File: src/rtl/uart_tx_fifo_ctrl_pkg.sv
// uart_tx_fifo_ctrl_pkg: shared FSM states and handshake guard limit for the UART TX front end
package uart_tx_fifo_ctrl_pkg;
  typedef enum logic [1:0] {
    IDLE      = 2'd0,
    ISSUE     = 2'd1,
    WAIT_BUSY = 2'd2,
    WAIT_DONE = 2'd3
  } tx_state_e;
  localparam logic [1:0] GUARD_LIMIT = 2'd3;
endpackage

File: src/rtl/uart_fifo_mem.sv
// uart_fifo_mem: unreset register array, one write port and one combinational read port
module uart_fifo_mem #(
  parameter int DATA_WIDTH = 8,
  parameter int ADDR_WIDTH = 3
) (
  input  logic                  clk,
  input  logic                  we_i,
  input  logic [ADDR_WIDTH-1:0] waddr_i,
  input  logic [DATA_WIDTH-1:0] wdata_i,
  input  logic [ADDR_WIDTH-1:0] raddr_i,
  output logic [DATA_WIDTH-1:0] rdata_o
);
  logic [DATA_WIDTH-1:0] mem_q [2**ADDR_WIDTH];
  // write port; contents are deliberately left unreset
  always_ff @(posedge clk) begin
    if (we_i) mem_q[waddr_i] <= wdata_i;
  end
  assign rdata_o = mem_q[raddr_i];
endmodule

File: src/rtl/uart_tx_fifo_ctrl.sv
// uart_tx_fifo_ctrl: byte FIFO feeding the UART transmitter with a busy-flag handshake
module uart_tx_fifo_ctrl
  import uart_tx_fifo_ctrl_pkg::*;
#(
  parameter int DATA_WIDTH = 8,
  parameter int ADDR_WIDTH = 3
) (
  input  logic                  clk,
  input  logic                  rst_n,
  input  logic [DATA_WIDTH-1:0] wr_data_i,
  input  logic                  wr_en_i,
  output logic                  full_o,
  output logic                  empty_o,
  output logic [ADDR_WIDTH:0]   count_o,
  output logic                  overflow_o,
  input  logic                  ovf_clr_i,
  input  logic                  tx_busy_i,
  output logic [DATA_WIDTH-1:0] tx_p_data_o,
  output logic                  tx_data_valid_o
);
  localparam logic [ADDR_WIDTH:0] DEPTH = (ADDR_WIDTH+1)'(2**ADDR_WIDTH);
  logic [ADDR_WIDTH-1:0] wptr_q, wptr_d, rptr_q, rptr_d;
  logic [ADDR_WIDTH:0]   count_q, count_d;
  logic                  ovf_q, ovf_d, valid_q, valid_d, push, pop;
  logic [DATA_WIDTH-1:0] data_q, data_d, rdata;
  logic [1:0]            guard_q, guard_d;
  tx_state_e             state_q, state_d;

  uart_fifo_mem #(.DATA_WIDTH(DATA_WIDTH), .ADDR_WIDTH(ADDR_WIDTH)) u_mem (
    .clk     (clk),
    .we_i    (push),
    .waddr_i (wptr_q),
    .wdata_i (wr_data_i),
    .raddr_i (rptr_q),
    .rdata_o (rdata)
  );

  assign full_o          = count_q == DEPTH;
  assign empty_o         = count_q == '0;
  assign count_o         = count_q;
  assign overflow_o      = ovf_q;
  assign tx_p_data_o     = data_q;
  assign tx_data_valid_o = valid_q;

  // FIFO bookkeeping: a push into a full FIFO is dropped and sets the sticky flag, which beats a clear
  always_comb begin
    push    = wr_en_i & ~full_o;
    pop     = (state_q == IDLE) & ~empty_o & ~tx_busy_i;
    wptr_d  = wptr_q + ADDR_WIDTH'(push);
    rptr_d  = rptr_q + ADDR_WIDTH'(pop);
    count_d = count_q + (ADDR_WIDTH+1)'(push) - (ADDR_WIDTH+1)'(pop);
    ovf_d   = (wr_en_i & full_o) | (ovf_q & ~ovf_clr_i);
    data_d  = pop ? rdata : data_q;
    valid_d = pop;
  end

  // handshake FSM: issue one byte, then wait for busy to rise and fall, or give up after the guard expires
  always_comb begin
    state_d = state_q;
    guard_d = guard_q;
    case (state_q)
      IDLE:      state_d = pop ? ISSUE : IDLE;
      ISSUE: begin
        guard_d = '0;
        state_d = WAIT_BUSY;
      end
      WAIT_BUSY: begin
        guard_d = tx_busy_i ? guard_q : guard_q + 2'd1;
        state_d = tx_busy_i ? WAIT_DONE : (guard_q + 2'd1 == GUARD_LIMIT) ? IDLE : WAIT_BUSY;
      end
      WAIT_DONE: state_d = tx_busy_i ? WAIT_DONE : IDLE;
      default:   state_d = IDLE;
    endcase
  end

  // state and output registers; reset discards queued bytes and drops the strobe immediately
  always_ff @(posedge clk or negedge rst_n) begin
    if (!rst_n) begin
      wptr_q  <= '0;
      rptr_q  <= '0;
      count_q <= '0;
      ovf_q   <= 1'b0;
      data_q  <= '0;
      valid_q <= 1'b0;
      guard_q <= '0;
      state_q <= IDLE;
    end else begin
      wptr_q  <= wptr_d;
      rptr_q  <= rptr_d;
      count_q <= count_d;
      ovf_q   <= ovf_d;
      data_q  <= data_d;
      valid_q <= valid_d;
      guard_q <= guard_d;
      state_q <= state_d;
    end
  end
endmodule

File: config.mk
export PLATFORM = sky130hd
export DESIGN_NAME = uart_tx_fifo_ctrl
export DESIGN_NICKNAME = d
export VERILOG_FILES = /design/src/rtl/uart_tx_fifo_ctrl_pkg.sv /design/src/rtl/uart_fifo_mem.sv /design/src/rtl/uart_tx_fifo_ctrl.sv
export SDC_FILE = /design/constraint.sdc
export NUM_CORES = 1
export LEC_CHECK = 0
export ABC_AREA = 0
export BUFFER_PORTS_ARGS = -buffer_cell sky130_fd_sc_hd__buf_2
export CAP_MARGIN = 20
export CORE_ASPECT_RATIO = 1.25
export CORE_UTILIZATION = 45
export CTS_CLUSTER_DIAMETER = 80
export DETAILED_ROUTE_END_ITERATION = 8
export PLACE_DENSITY = 0.63
export SETUP_SLACK_MARGIN = 0.5
export SYNTH_ARGS = -nofsm -noshare
export SYNTH_HDL_FRONTEND = slang
export SYNTH_HIERARCHICAL = 1
export SYNTH_SLANG_ARGS = --single-unit
File: constraint.sdc
create_clock -name clk -period 3 [get_ports clk]
set_input_delay 0.3 -clock clk [delete_from_list [all_inputs] [get_ports clk]]
set_output_delay 0.3 -clock clk [all_outputs]
set_load 0.05 [all_outputs]
Word-level counts from Yosys, hierarchy flattened
Memories as Yosys holds them, arrays and structs flattened. A register that Yosys moved wholly into a read port is not among the register bits.
Index checks and enable logic that the tools add are counted.
W data, S select, Z words.
{"block": "word_totals", "memories": 1, "ramBits": 64, "reg_bits": 16, "out_inout_bits": 16}
{"block": "classes", "bitwise": 10, "reduce_logical": 5, "muxes": 9, "addsub": 5, "eq_ne": 6}
{"name": "u_mem.mem_q", "depth": 8, "width": 8, "read_ports": 1, "rd_clocked_by_memory_dff": 1, "write_ports": 1, "line_no": "uart_fifo_mem.sv:13", "text": "logic [DATA_WIDTH-1:0] mem_q [2**ADDR_WIDTH];"}
{"operator": "$mux W2", "n": 4}
{"operator": "$pmux W2 S4", "n": 1}
{"operator": "$add A3 B1 Y3", "n": 2}
{"operator": "$eq A2 B2 Y1 const B", "n": 3}
{"operator": "$and A1 B1 Y1", "n": 5}
{"operator": "$add A4 B1 Y4", "n": 1}
{"operator": "$eq A4 B4 Y1 const B", "n": 1}
{"operator": "$logic_not A4 Y1", "n": 1}
{"operator": "$not A1 Y1", "n": 4}
{"operator": "$pmux W2 S2", "n": 1}
{"operator": "$sub A4 B1 Y4", "n": 1}
{"operator": "$mux W1", "n": 3}
{"operator": "$add A2 B1 Y2 const B", "n": 1}
{"operator": "$eq A2 B1 Y1 const B", "n": 1}
{"operator": "$logic_not A2 Y1", "n": 1}
{"operator": "$ne A2 B2 Y1 const B", "n": 1}
{"operator": "$reduce_and A2 Y1", "n": 1}
{"operator": "$reduce_bool A2 Y1", "n": 1}
{"operator": "$logic_not A1 Y1", "n": 1}
{"operator": "$or A1 B1 Y1", "n": 1}

Longest topological paths before layout
{"block": "depth", "depth_word": 6, "mapped_depth": 12}

Modules after synthesis
Netlist, hierarchy kept.
{"module": "uart_fifo_mem", "cells_each": 106, "area_each_um2": 2531.2, "instances": 1}
{"module": "uart_tx_fifo_ctrl", "cells_each": 81, "area_each_um2": 1098.6, "instances": 1}

Worst setup path after synthesis
OpenSTA, ideal clock, no wires.
{"block": "synth_timing", "path_kind": "reg-to-reg", "startpoint": "reg count_q[2], in the netlist count_o[2]", "endpoint": "reg count_q[2], in the netlist count_o[2]", "path_slack_ns": -0.719, "arrival_time_ns": 3.596, "stages_incl_launch_ff": 12, "synth_period_minus_slack_ns": 3.719, "required_time_ns": 2.877, "path_cell_list": "dfrtp_1 inv_1 ha_1 nor3b_1 or4_4 buf_6 inv_1 ha_1 inv_1 ha_1 fa_1 xor2_1"}
{"block": "synth_between", "elab_chain_cells": 5, "elab_cells_between_ends": 9, "classes_between": "add/sub (2); eq/ne (1); bitwise (5); reduce/logical (1)"}
{"item": "start: declaration", "line_no": "uart_tx_fifo_ctrl.sv:23", "text": "logic [ADDR_WIDTH:0] count_q, count_d;"}
{"item": "start signal: assignment", "line_no": "uart_tx_fifo_ctrl.sv:90", "text": "count_q <= count_d;"}
{"item": "$logic_not A4 Y1", "line_no": "uart_tx_fifo_ctrl.sv:39", "text": "assign empty_o = count_q == '0;"}
{"item": "named net empty_o", "line_no": "uart_tx_fifo_ctrl.sv:13", "text": "output logic empty_o,"}
{"item": "$not A1 Y1", "line_no": "uart_tx_fifo_ctrl.sv:48", "text": "pop = (state_q == IDLE) & ~empty_o & ~tx_busy_i;"}
{"item": "$and A1 B1 Y1 (2 in a row)", "line_no": "uart_tx_fifo_ctrl.sv:48"}
{"item": "named net pop", "line_no": "uart_tx_fifo_ctrl.sv:24", "text": "logic ovf_q, ovf_d, valid_q, valid_d, push, pop;"}
{"item": "$sub A4 B1 Y4", "line_no": "uart_tx_fifo_ctrl.sv:51", "text": "count_d = count_q + (ADDR_WIDTH+1)'(push) - (ADDR_WIDTH+1)'(pop);"}
{"item": "named net count_d[2]", "line_no": "uart_tx_fifo_ctrl.sv:23"}
The timed path passes the listed nets, and every way through them passes these cells.
A chain may end at the register's enable or synchronous reset.

Worst setup path after layout
{"block": "layout_timing", "startpoint": "reg count_q[2], in the netlist count_o[2]", "endpoint": "reg count_q[3], in the netlist count_o[3]"}
{"block": "layout_between", "elab_chain_cells": 5, "elab_cells_between_ends": 9, "classes_between": "add/sub (2); eq/ne (1); bitwise (5); reduce/logical (1)"}
{"item": "$logic_not A4 Y1", "line_no": "uart_tx_fifo_ctrl.sv:39"}
{"item": "$not A1 Y1", "line_no": "uart_tx_fifo_ctrl.sv:48"}
{"item": "$and A1 B1 Y1 (2 in a row)", "line_no": "uart_tx_fifo_ctrl.sv:48"}
{"item": "named net pop", "line_no": "uart_tx_fifo_ctrl.sv:24"}
{"item": "$sub A4 B1 Y4", "line_no": "uart_tx_fifo_ctrl.sv:51"}
{"item": "named net count_d[3]", "line_no": "uart_tx_fifo_ctrl.sv:23"}
The timed path passes the listed nets, and every way through them passes these cells.

==> metrics.txt <==
DR DRC count 0; post-route worst setup slack 0.646 ns; Leak Pwr approximately 1.7 nW; number of global-route vias before repair between 1500 and 2000; share of total power in sequential cells 0.450; Switching Share 0.358; required time at the worst-slack endpoint roughly 3.3 ns; power share of the combinational group 0.351; TritonCTS Buffers 9; vias per inst 5.29; most frequent cell after synthesis sky130_fd_sc_hd__edfxtp_1; max_slew headroom 0.417; TritonCTS Sinks 88; commonest cells in the synthesized netlist 64 x sky130_fd_sc_hd__edfxtp_1, 24 x sky130_fd_sc_hd__dfrtp_1, 15 x sky130_fd_sc_hd__mux4_1, 11 x sky130_fd_sc_hd__ha_1, 10 x sky130_fd_sc_hd__inv_1; cell at the root of the clock tree sky130_fd_sc_hd__clkbuf_8; remaining number of nets flagged by the antenna check after routing 0; Main synth FF type sky130_fd_sc_hd__edfxtp_1; arrival time at the worst endpoint 2.63 ns; net count of the mapped netlist approximately 210; total net switching power 1.50 mW; count of flip-flops with a built-in enable after synthesis 64; Final Cell Area 0.00422 sq mm; buffering stage count on the worst path with inverters included 3; vias post-DR 1766; Clk pwr share 0.199; CTS tree done; iteration-0 DRC count of the detailed router 96; Clock Skews just over 0.008 ns; total wire length ~6000 um; maximum number of buffers from clock root to sink 2; post-synthesis async set-or-reset flop share 0.273; number of nets in the layout 259; Crit-path slowest cell sky130_fd_sc_hd__or4_4; number of max-slew violations in the final report 0; largest area contributor in the netlist sky130_fd_sc_hd__edfxtp_1; multi-input combinational cell area 0.00108 sq mm; power density relative to cell area 990 mW/mm^2; number of port buffers 28; Starting Density 0.466; share of layout cells above drive strength 1 0.381; final total power 4.18 mW; number of placement rows 36; placed cell count 311; Netlist cell types 27; Post-Syn Instances between 150 and 200; internal power component 2.68 mW; Crit path top cell by count sky130_fd_sc_hd__ha_4; num ports 29; global route overflow 0; Post-Synthesis Mean Instance Area a little under 20 sq um; Peak supply drop approximately 0.00068 V; placer congestion estimate 0.687; clock insertion delay at the later pin of the skew report 0.36 ns; final instance count without filler cells 334; slowest cell delay on critical path roughly 0.6 ns; global-route wire length before repair 9180 um; setup repair after global routing missed its margin false; die boundary width roughly 82 um; # fillers 628; number of warning messages in the yosys log 6; pin count of the biggest net entering global routing 25; Cell Chain, Critical Path inv_2, ha_4, nor3b_4, or4_4, inv_4, ha_4, inv_1, ha_4, a21o_1, a21oi_2, xor2_1; register bit count reported by yosys 88; die span in y 102 um; Clock H-tree levels 3; Critical Setup Path Class flip-flop to flip-flop; type of element capturing the critical path flip-flop; overall routing resource usage 0.163; total of max-cap violations 0; final setup fails 0; pre-CTS worst setup slack 0.475 ns; detailed-router iteration count before antenna repair 4; antenna diode instance count 0; peak fanout along the critical path 5; fraction of the yosys area taken by sequential cells 0.695; overall die area around 0.0084 sq mm; leading post-synthesis cells by cell area sky130_fd_sc_hd__edfxtp_1 53%, sky130_fd_sc_hd__dfrtp_1 17%, sky130_fd_sc_hd__mux4_1 11%; Syn Std Cell Area 0.00363 sq mm; standard cell area after detailed placement between 0.003 and 0.004 sq mm; signed area change from the synthesized netlist to the final layout 16.2%; share of the cycle needed by the critical path after routing 0.785; portion of synthesized cell area occupied by the leading cell type 0.529; clock period minus worst slack 2.35 ns; half-perimeter wire length after placement 3900 um; area taken by flip-flops and latches 0.00252 sq mm; wire length per cell after detailed routing 18.3 um; worst slew pin tran 0.874 ns; category of cells accounting for the largest share of critical-path delay simple AND/OR/NAND/NOR gates; area of the core approximately 0.0078 sq mm; final number of hold-violating endpoints 0; category of the worst setup path launch point flip-flop; antenna violations before repair 0; worst min path class input port to flip-flop; clock slew at reported path FFs 0.09 ns; Max Freq 0.425 GHz; run status finished clean; setup TNS after final layout 0 ns
layout by cell type (no fill, tap or decap), types with 2 or more instances in the layout:
cell type | synthesis | final
sky130_fd_sc_hd__mux2_4 | 8 | 8
sky130_fd_sc_hd__mux4_1 | 15 | 15
sky130_fd_sc_hd__ha_1 | 11 | 7
sky130_fd_sc_hd__clkinvlp_4 | 0 | 2
sky130_fd_sc_hd__buf_4 | 0 | 14
sky130_fd_sc_hd__dfrtp_1 | 24 | 22
sky130_fd_sc_hd__a21oi_1 | 3 | 2
sky130_fd_sc_hd__xor2_1 | 4 | 4
sky130_fd_sc_hd__ha_4 | 0 | 4
sky130_fd_sc_hd__nand2b_1 | 4 | 4
sky130_fd_sc_hd__dfrtp_2 | 0 | 2
sky130_fd_sc_hd__buf_2 | 1 | 28
sky130_fd_sc_hd__a22o_1 | 2 | 2
sky130_fd_sc_hd__nand2_1 | 6 | 6
sky130_fd_sc_hd__nor2_1 | 9 | 9
sky130_fd_sc_hd__mux2_2 | 8 | 8
sky130_fd_sc_hd__inv_1 | 10 | 6
sky130_fd_sc_hd__clkbuf_8 | 0 | 9
sky130_fd_sc_hd__inv_2 | 0 | 3
sky130_fd_sc_hd__edfxtp_1 | 64 | 64
sky130_fd_sc_hd__nor3_1 | 3 | 3
worst paths after layout:
path | from | to | slack [ns] | cells past startpoint
setup / recovery | count_o[2] | count_o[3] | 0.65 | 11
hold / removal | ovf_clr_i | overflow_o | 0.11 | 2
setup reg to reg | count_o[2] | count_o[3] | 0.65 | 11
hold reg to reg | wptr_q[2] | wptr_q[2] | 0.50 | 1
max in group asynchronous | rst_n | count_o[3] | 2.16 | 2
min in group asynchronous | rst_n | overflow_o | 0.45 | 2
layout make-up:
| cell class | count | share of cell area |
|---|---|---|
| sequential | 88 | 0.599 |
| multi-input combinational | 82 | 0.255 |
| timing repair buffer | 43 | 0.0605 |
| clock buffer | 9 | 0.0294 |
| tap | 95 | 0.0282 |
| clock inverter | 7 | 0.0187 |
| inverter | 10 | 0.00949 |
worst reg2reg max path, cell delays in order (launching register included):
cell and delay (ns):
sky130_fd_sc_hd__dfrtp_2 0.37, sky130_fd_sc_hd__inv_2 0.06, sky130_fd_sc_hd__ha_4 0.14, sky130_fd_sc_hd__nor3b_4 0.14, sky130_fd_sc_hd__or4_4 0.60, sky130_fd_sc_hd__inv_4 0.10
sky130_fd_sc_hd__ha_4 0.12, sky130_fd_sc_hd__inv_1 0.07, sky130_fd_sc_hd__ha_4 0.21, sky130_fd_sc_hd__a21o_1 0.18, sky130_fd_sc_hd__a21oi_2 0.13, sky130_fd_sc_hd__xor2_1 0.15
kinds of logic after synthesis:
logic type | synth area share
adders and majority gates | 0.0434
and+or+nand+nor | 0.0338
xor gates and xnor gates | 0.00965
buffers and inverters | 0.0286
muxes | 0.173
DFF | 0.695
AOI/OAI and AO/OA | 0.0169
sequential cells by signal (all words and copies together) (netlist names):
register,flops
wptr_q,3
state_q,2
tx_data_valid_o,1
u_mem/mem_q,64
tx_p_data_o,8
rptr_q,3
count_o,4
guard_q,2
overflow_o,1
per-layer routing:
layer | track usage | part of all wire | vias up
li1 | - | - | 819
met1 | 0.187 | 0.41 | 905
met2 | 0.284 | 0.54 | 32
met3 | 0.0304 | 0.031 | 10
met4 | 0.0931 | 0.020 | 0
met5 | 0 | 0 | -
power groups by stage:
stage | registers, mW | clock network, mW | logic [mW]
floorplan | 2.08 | 0 | 0.947
global placement | 1.92 | 0 | 1.41
detailed placement | 1.92 | 0 | 1.44
CTS | 1.90 | 0.854 | 1.44
global route | 1.93 | 0.896 | 1.59
finish | 1.88 | 0.831 | 1.46
stage by stage:
stage | util | hold slack (ns)
floorplan | - | 0.00441
global placement | 0.506 | 0.316
detailed placement | 0.506 | 0.328
CTS | 0.533 | 0.0992
global route | 0.541 | 0.126
finish | 0.541 | 0.115
repair_timing:
item | 4_1_cts | 5_1_grt
hold buffers | 1 | 0
gates resized for setup | 0 | 2
endpoints found under the hold margin | 24 | 0
endpoints found under the setup margin | 1 | 1
pin swaps | 1 | 4
setup buffers | 0 | 6
No activity file was read; power rests on OpenSTA's default activity.
